## config.mk

```make
export PLATFORM = sky130hd
export DESIGN_NAME = shift_add_mult_ctrl
export DESIGN_NICKNAME = d
export VERILOG_FILES = /design/src/rtl/mult_pkg.sv /design/src/rtl/barrel_shift_16bit.sv /design/src/rtl/shift_add_mult_ctrl.sv
export SDC_FILE = /design/constraint.sdc
export NUM_CORES = 1
export LEC_CHECK = 0
export ABC_CLOCK_PERIOD_IN_PS = 5330
export BUFFER_PORTS_ARGS = -buffer_cell sky130_fd_sc_hd__buf_4
export CAP_MARGIN = 20
export CORE_AREA = 5 5 152 125
export DETAILED_ROUTE_END_ITERATION = 10
export DIE_AREA = 0 0 157 130
export GPL_ROUTABILITY_DRIVEN = 0
export PLACE_DENSITY = 0.64
export SLEW_MARGIN = 20
export SYNTH_ARGS = -nofsm -noshare
export SYNTH_HDL_FRONTEND = slang
export SYNTH_SLANG_ARGS = --single-unit
export TNS_END_PERCENT = 30
```

## constraint.sdc

```tcl
create_clock -name clk -period 5.33 [get_ports clk]
set_input_delay 1.066 -clock clk [delete_from_list [all_inputs] [get_ports clk]]
set_output_delay 1.066 -clock clk [all_outputs]
set_load 0.02 [all_outputs]
```

## src/rtl/mult_pkg.sv

```systemverilog
// Shared types and sizes for the shift/add multiplier controller.
package mult_pkg;

    localparam int WIDTH  = 16;   // operand width, tied to the shifter
    localparam int PWIDTH = 32;   // product width
    localparam int SWIDTH = 5;    // step counter width, holds 0..16

    typedef enum logic [1:0] {
        IDLE = 2'd0,
        RUN  = 2'd1,
        DONE = 2'd2
    } state_t;

endpackage

```

## src/rtl/barrel_shift_16bit.sv

```systemverilog
// 16-bit logarithmic barrel shifter: left shift with zero fill.
module barrel_shift_16bit (
    input  logic [15:0] in,
    input  logic [3:0]  ctrl,
    output logic [15:0] out
);

    logic [15:0] s0, s1, s2;

    // Four binary-weighted stages, one per ctrl bit.
    always_comb begin
        s0  = ctrl[0] ? {in[14:0], 1'b0} : in;
        s1  = ctrl[1] ? {s0[13:0], 2'b0} : s0;
        s2  = ctrl[2] ? {s1[11:0], 4'b0} : s1;
        out = ctrl[3] ? {s2[7:0],  8'b0} : s2;
    end

endmodule

```

## src/rtl/shift_add_mult_ctrl.sv

```systemverilog
// Sequential 16x16 unsigned multiplier: one shift/add step per set bit of b.
//
// Handshake: a transfer happens on the rising edge where valid && ready are
// both high. in_ready depends only on state (high in IDLE); once out_valid
// rises in DONE, product and steps hold until out_ready takes them.
module shift_add_mult_ctrl #(
    parameter int WIDTH = 16
) (
    input  logic             clk,
    input  logic             rst,
    input  logic             in_valid,
    output logic             in_ready,
    input  logic [WIDTH-1:0] a,
    input  logic [WIDTH-1:0] b,
    output logic             out_valid,
    input  logic             out_ready,
    output logic [31:0]      product,
    output logic [4:0]       steps,
    output logic [1:0]       dbg_state
);

    import mult_pkg::*;

    state_t              state;
    logic [WIDTH-1:0]    a_r;
    logic [WIDTH-1:0]    b_r;
    logic [PWIDTH-1:0]   acc;
    logic [SWIDTH-1:0]   steps_r;

    logic [3:0]          k;
    logic [WIDTH-1:0]    lo;
    logic [WIDTH-1:0]    hi;
    logic [WIDTH-1:0]    b_next;
    logic [PWIDTH-1:0]   sum;

    // Priority encoder: index of the lowest set bit of b_r (0 when b_r is 0).
    always_comb begin
        k = '0;
        for (int i = WIDTH - 1; i >= 0; i--) begin
            if (b_r[i]) k = 4'(i);
        end
    end

    barrel_shift_16bit u_shift (
        .in   (a_r),
        .ctrl (k),
        .out  (lo)
    );

    // Bits shifted out of the low half form the high half of the partial product.
    always_comb begin
        hi     = (k == 4'd0) ? '0 : (a_r >> (5'd16 - {1'b0, k}));
        b_next = b_r & ~(16'd1 << k);
        sum    = acc + {hi, lo};
    end

    // Control FSM and datapath registers.
    always_ff @(posedge clk) begin
        if (rst) begin
            state   <= IDLE;
            a_r     <= '0;
            b_r     <= '0;
            acc     <= '0;
            steps_r <= '0;
        end else begin
            case (state)
                IDLE: begin
                    if (in_valid) begin
                        a_r     <= a;
                        b_r     <= b;
                        acc     <= '0;
                        steps_r <= '0;
                        state   <= (a == '0 || b == '0) ? DONE : RUN;
                    end
                end
                RUN: begin
                    acc     <= sum;
                    b_r     <= b_next;
                    steps_r <= steps_r + 5'd1;
                    if (b_next == '0) state <= DONE;
                end
                DONE: begin
                    if (out_ready) state <= IDLE;
                end
                default: state <= IDLE;
            endcase
        end
    end

    assign in_ready  = (state == IDLE);
    assign out_valid = (state == DONE);
    assign product   = acc;
    assign steps     = steps_r;
    assign dbg_state = state;

endmodule

```

==> flow_metrics.py <==
metrics = {
    "timing": {
        "final.setup_skew_ns": 0.00946,
        "fin_setup_tns_ns": 0,
        "period_share": 0.949,
        "timing.final.max_slew_violations": 0,
        "highest_achievable_clock_rate_ghz": 0.198,
        "setup_repair_after_global_routing_missed_its_margin": "false",
        "hold_viol_final": 0,
        "slew_headroom": 0.435,
        "layout_min_cycle_time_ns": 5.06,
        "setup_viol": 0,
        "timing_worst_slew_pin_value_ns": 0.847,
    },
    "grt": {
        "groute.usage.overall": 0.174,
        "antenna_found_initial": 0,
        "grt_start_max_net_pins": 62,
        "grt_first_pass_wirelength_mm": 28.6,
        "grt_pass1_vias": 5417,
        "grt_overflow": 0,
    },
    "final_layout": {
        "final_layout_size_suffix_gt1_frac": 0.167,
        "final_net_count": 896,
        "syn_to_final_growth_pct": 19.1,
        "final_area_um2": 7060,
        "antenna_cells": 0,
    },
    "yosys": {
        "postSynthNetCount": 839,
        "yosys_warnings": 0,
        "synth_top_cell_area_share": 0.240,
        "synthMostInstantiatedCell": "sky130_fd_sc_hd__a21oi_1",
        "synth-seq-area-share": 0.240,
        "post_synthesis_instance_area_um2": 5930,
        "synthCells": 764,
        "yosys_most_used_dff": "sky130_fd_sc_hd__dfxtp_1",
        "ys_seq_elements": 71,
        "synth_top_cell_by_area": "sky130_fd_sc_hd__dfxtp_1",
        "async_reset_ff_frac": 0,
        "synth-edff-count": 0,
        "post_synth_most_frequent_cells": "sky130_fd_sc_hd__a21oi_1, sky130_fd_sc_hd__nand2_1, sky130_fd_sc_hd__nor2_1",
        "netlist-cell-type-count": 70,
        "syn-mean-instance-area_um2": 7.76,
        "post_synth_main_area_contributors": "sky130_fd_sc_hd__dfxtp_1, sky130_fd_sc_hd__mux2i_1, sky130_fd_sc_hd__ha_1",
    },
    "clocking": {
        "tritoncts": "yes",
        "htree_levels": 3,
        "clock_sink_count": 71,
        "clk_latency_ns": 0.35,
        "cts.reportedPaths.clkPinSlew_ns": 0.06,
        "cts_buffers": 9,
        "ctsLongestPathBuffers": 2,
        "cts_hold_buffers": 0,
        "cts.root.buffer_cell": "sky130_fd_sc_hd__clkbuf_16",
    },
    "drt": {
        "avgViaCountPerCell": 5.44,
        "postRouteAntennaNets": 0,
        "detailroute.via_count": 5714,
        "drt_first_pass_iters": 6,
        "drt_iter0_drc": 424,
        "wire_length_after_detailed_routing_mm": 17.8,
        "drc": 0,
        "drt-wirelength-per-cell_um": 16.9,
    },
    "setup_path": {
        "cp.arrival_ns": 5.30,
        "setup.reg_to_reg.worst_slack_ns": 0.27,
        "cp_max_fo": 28,
        "critPathCaptureType": "register",
        "worst_r2r_path_depth": 19,
        "worstSetupPathType": "reg -> reg",
        "critPathLaunchType": "register",
        "critical_path_required_ns": 5.57,
    },
    "floorplan": {
        "pin_count": 77,
        "coreArea_um2": 17200,
        "floorplan.initialDensity": 0.345,
        "die_y_um": 130,
        "num_rows": 43,
        "die-width_um": 157,
        "full_die_area_um2": 20400,
    },
    "placement": {
        "placed_area_um2": 6710,
        "port_buffers": 76,
        "dpl.hpwl_mm": 13.2,
    },
    "min_path": {
        "holdCritPathClass": "reg -> reg",
        "hold-path-cell-count": 1,
    },
    "power": {
        "totalPowerFinal_mw": 2.86,
        "power.density_nw_per_um2": 406,
        "power.leakage_nw": 2.97,
        "worst_vdd_drop_mv": 0.170,
    },
    "outcome": {
        "run_status": "complete, no violations",
    },
    "flow_run": {
        "max_cap_viol_count": 0,
    },
}
## repair_timing
| action | in CTS | in global routing |
|---|---|---|
| setup endpoints to repair | 0 | 2 |
| setup buffers | 0 | 0 |
| gates resized for setup | 0 | 1 |
## worst max-delay path, cell delays in order, from the launching register on
cell and delay [ns]:
sky130_fd_sc_hd__dfxtp_1 0.35, sky130_fd_sc_hd__nand2b_1 0.15, sky130_fd_sc_hd__a221oi_1 0.31, sky130_fd_sc_hd__o41ai_1 0.14
sky130_fd_sc_hd__o22ai_2 0.21, sky130_fd_sc_hd__buf_4 0.42, sky130_fd_sc_hd__nor3_2 0.14, sky130_fd_sc_hd__xnor2_2 0.44
sky130_fd_sc_hd__mux2i_1 0.14, sky130_fd_sc_hd__a211oi_1 0.39, sky130_fd_sc_hd__ha_1 0.36, sky130_fd_sc_hd__a21oi_1 0.19
sky130_fd_sc_hd__a21boi_0 0.11, sky130_fd_sc_hd__a311oi_1 0.30, sky130_fd_sc_hd__o21ai_2 0.17, sky130_fd_sc_hd__a2111oi_4 0.43
sky130_fd_sc_hd__o21ai_2 0.11, sky130_fd_sc_hd__o2bb2ai_2 0.13, sky130_fd_sc_hd__and3_1 0.18, sky130_fd_sc_hd__a211o_1 0.25
## cell families (layout without fill, tap and decap cells)
family | count (synthesis) | in the layout | synth area share
compound gates | 250 | 250 | 0.284
xor+xnor | 26 | 26 | 0.0397
fa+ha+maj | 39 | 39 | 0.0836
buf+inv | 67 | 129 | 0.0448
flops | 71 | 71 | 0.240
mux | 66 | 66 | 0.116
simple gates | 245 | 245 | 0.191
## worst paths after layout
kind / from / to
setup reg to reg: b_r[14] / product[31]
hold / removal: steps[4] / steps[4]
hold reg to reg: steps[4] / steps[4]
setup / recovery: b_r[14] / product[31]
## layout make-up
cell class                      instances  area, µm²
Clock buffer                            9        225
Clock inverter                          7        105
Fill cell                            1758      10100
Inverter                               25       93.8
Multi-Input combinational cell        626       4270
Sequential cell                        71       1420
Tap cell                              225        282
Timing Repair Buffer                   88        661
## per-layer routing
layer	track usage	part of all wire
met1	0.259	0.52
met2	0.248	0.41
met3	0.0388	0.056
met4	0.0541	0.015
met5	0	0
## power by group
group          total [mW]  leakage [nW]  switching [mW]  internal [mW]
registers           0.643         0.579          0.0631          0.580
logic                1.54          2.23           0.930          0.613
clock network       0.677         0.158           0.261          0.416
## sequential cells by signal, summed over array words and instances, names as in the netlist
signal	flops
a_r	16
b_r	16
dbg_state	2
product	32
steps	5
## stage by stage
step / setup WS, ns / util / cells / hold WS (ns)
after detailed placement: 0.363 / 0.391 / 1035 / 0.482
after CTS: 0.267 / 0.410 / 1051 / 0.491
final: 0.271 / 0.411 / 1051 / 0.486
after global routing: 0.00174 / 0.411 / 1051 / 0.508
after floorplan: 0.177 / - / 764 / 0.450
after global placement: 0.412 / 0.391 / 1035 / 0.474
## cell usage in the layout, fill, tap and decap left out, types with 10 or more instances in the layout
cell type | netlist | routed
sky130_fd_sc_hd__buf_4 | 2 | 88
sky130_fd_sc_hd__a21oi_1 | 87 | 87
sky130_fd_sc_hd__nand2_1 | 80 | 80
sky130_fd_sc_hd__nor2_1 | 79 | 77
sky130_fd_sc_hd__dfxtp_1 | 71 | 71
sky130_fd_sc_hd__mux2i_1 | 61 | 61
sky130_fd_sc_hd__o21ai_0 | 40 | 40
sky130_fd_sc_hd__ha_1 | 38 | 38
sky130_fd_sc_hd__inv_1 | 22 | 22
sky130_fd_sc_hd__a22oi_1 | 15 | 15
sky130_fd_sc_hd__xnor2_1 | 13 | 13
sky130_fd_sc_hd__nor3_1 | 13 | 13
sky130_fd_sc_hd__xor2_1 | 12 | 12
sky130_fd_sc_hd__nand3_1 | 12 | 12
sky130_fd_sc_hd__nor2b_1 | 12 | 10
sky130_fd_sc_hd__nand2b_1 | 10 | 10
sky130_fd_sc_hd__a21boi_0 | 10 | 10
No activity file was read; power rests on OpenSTA's default activity.
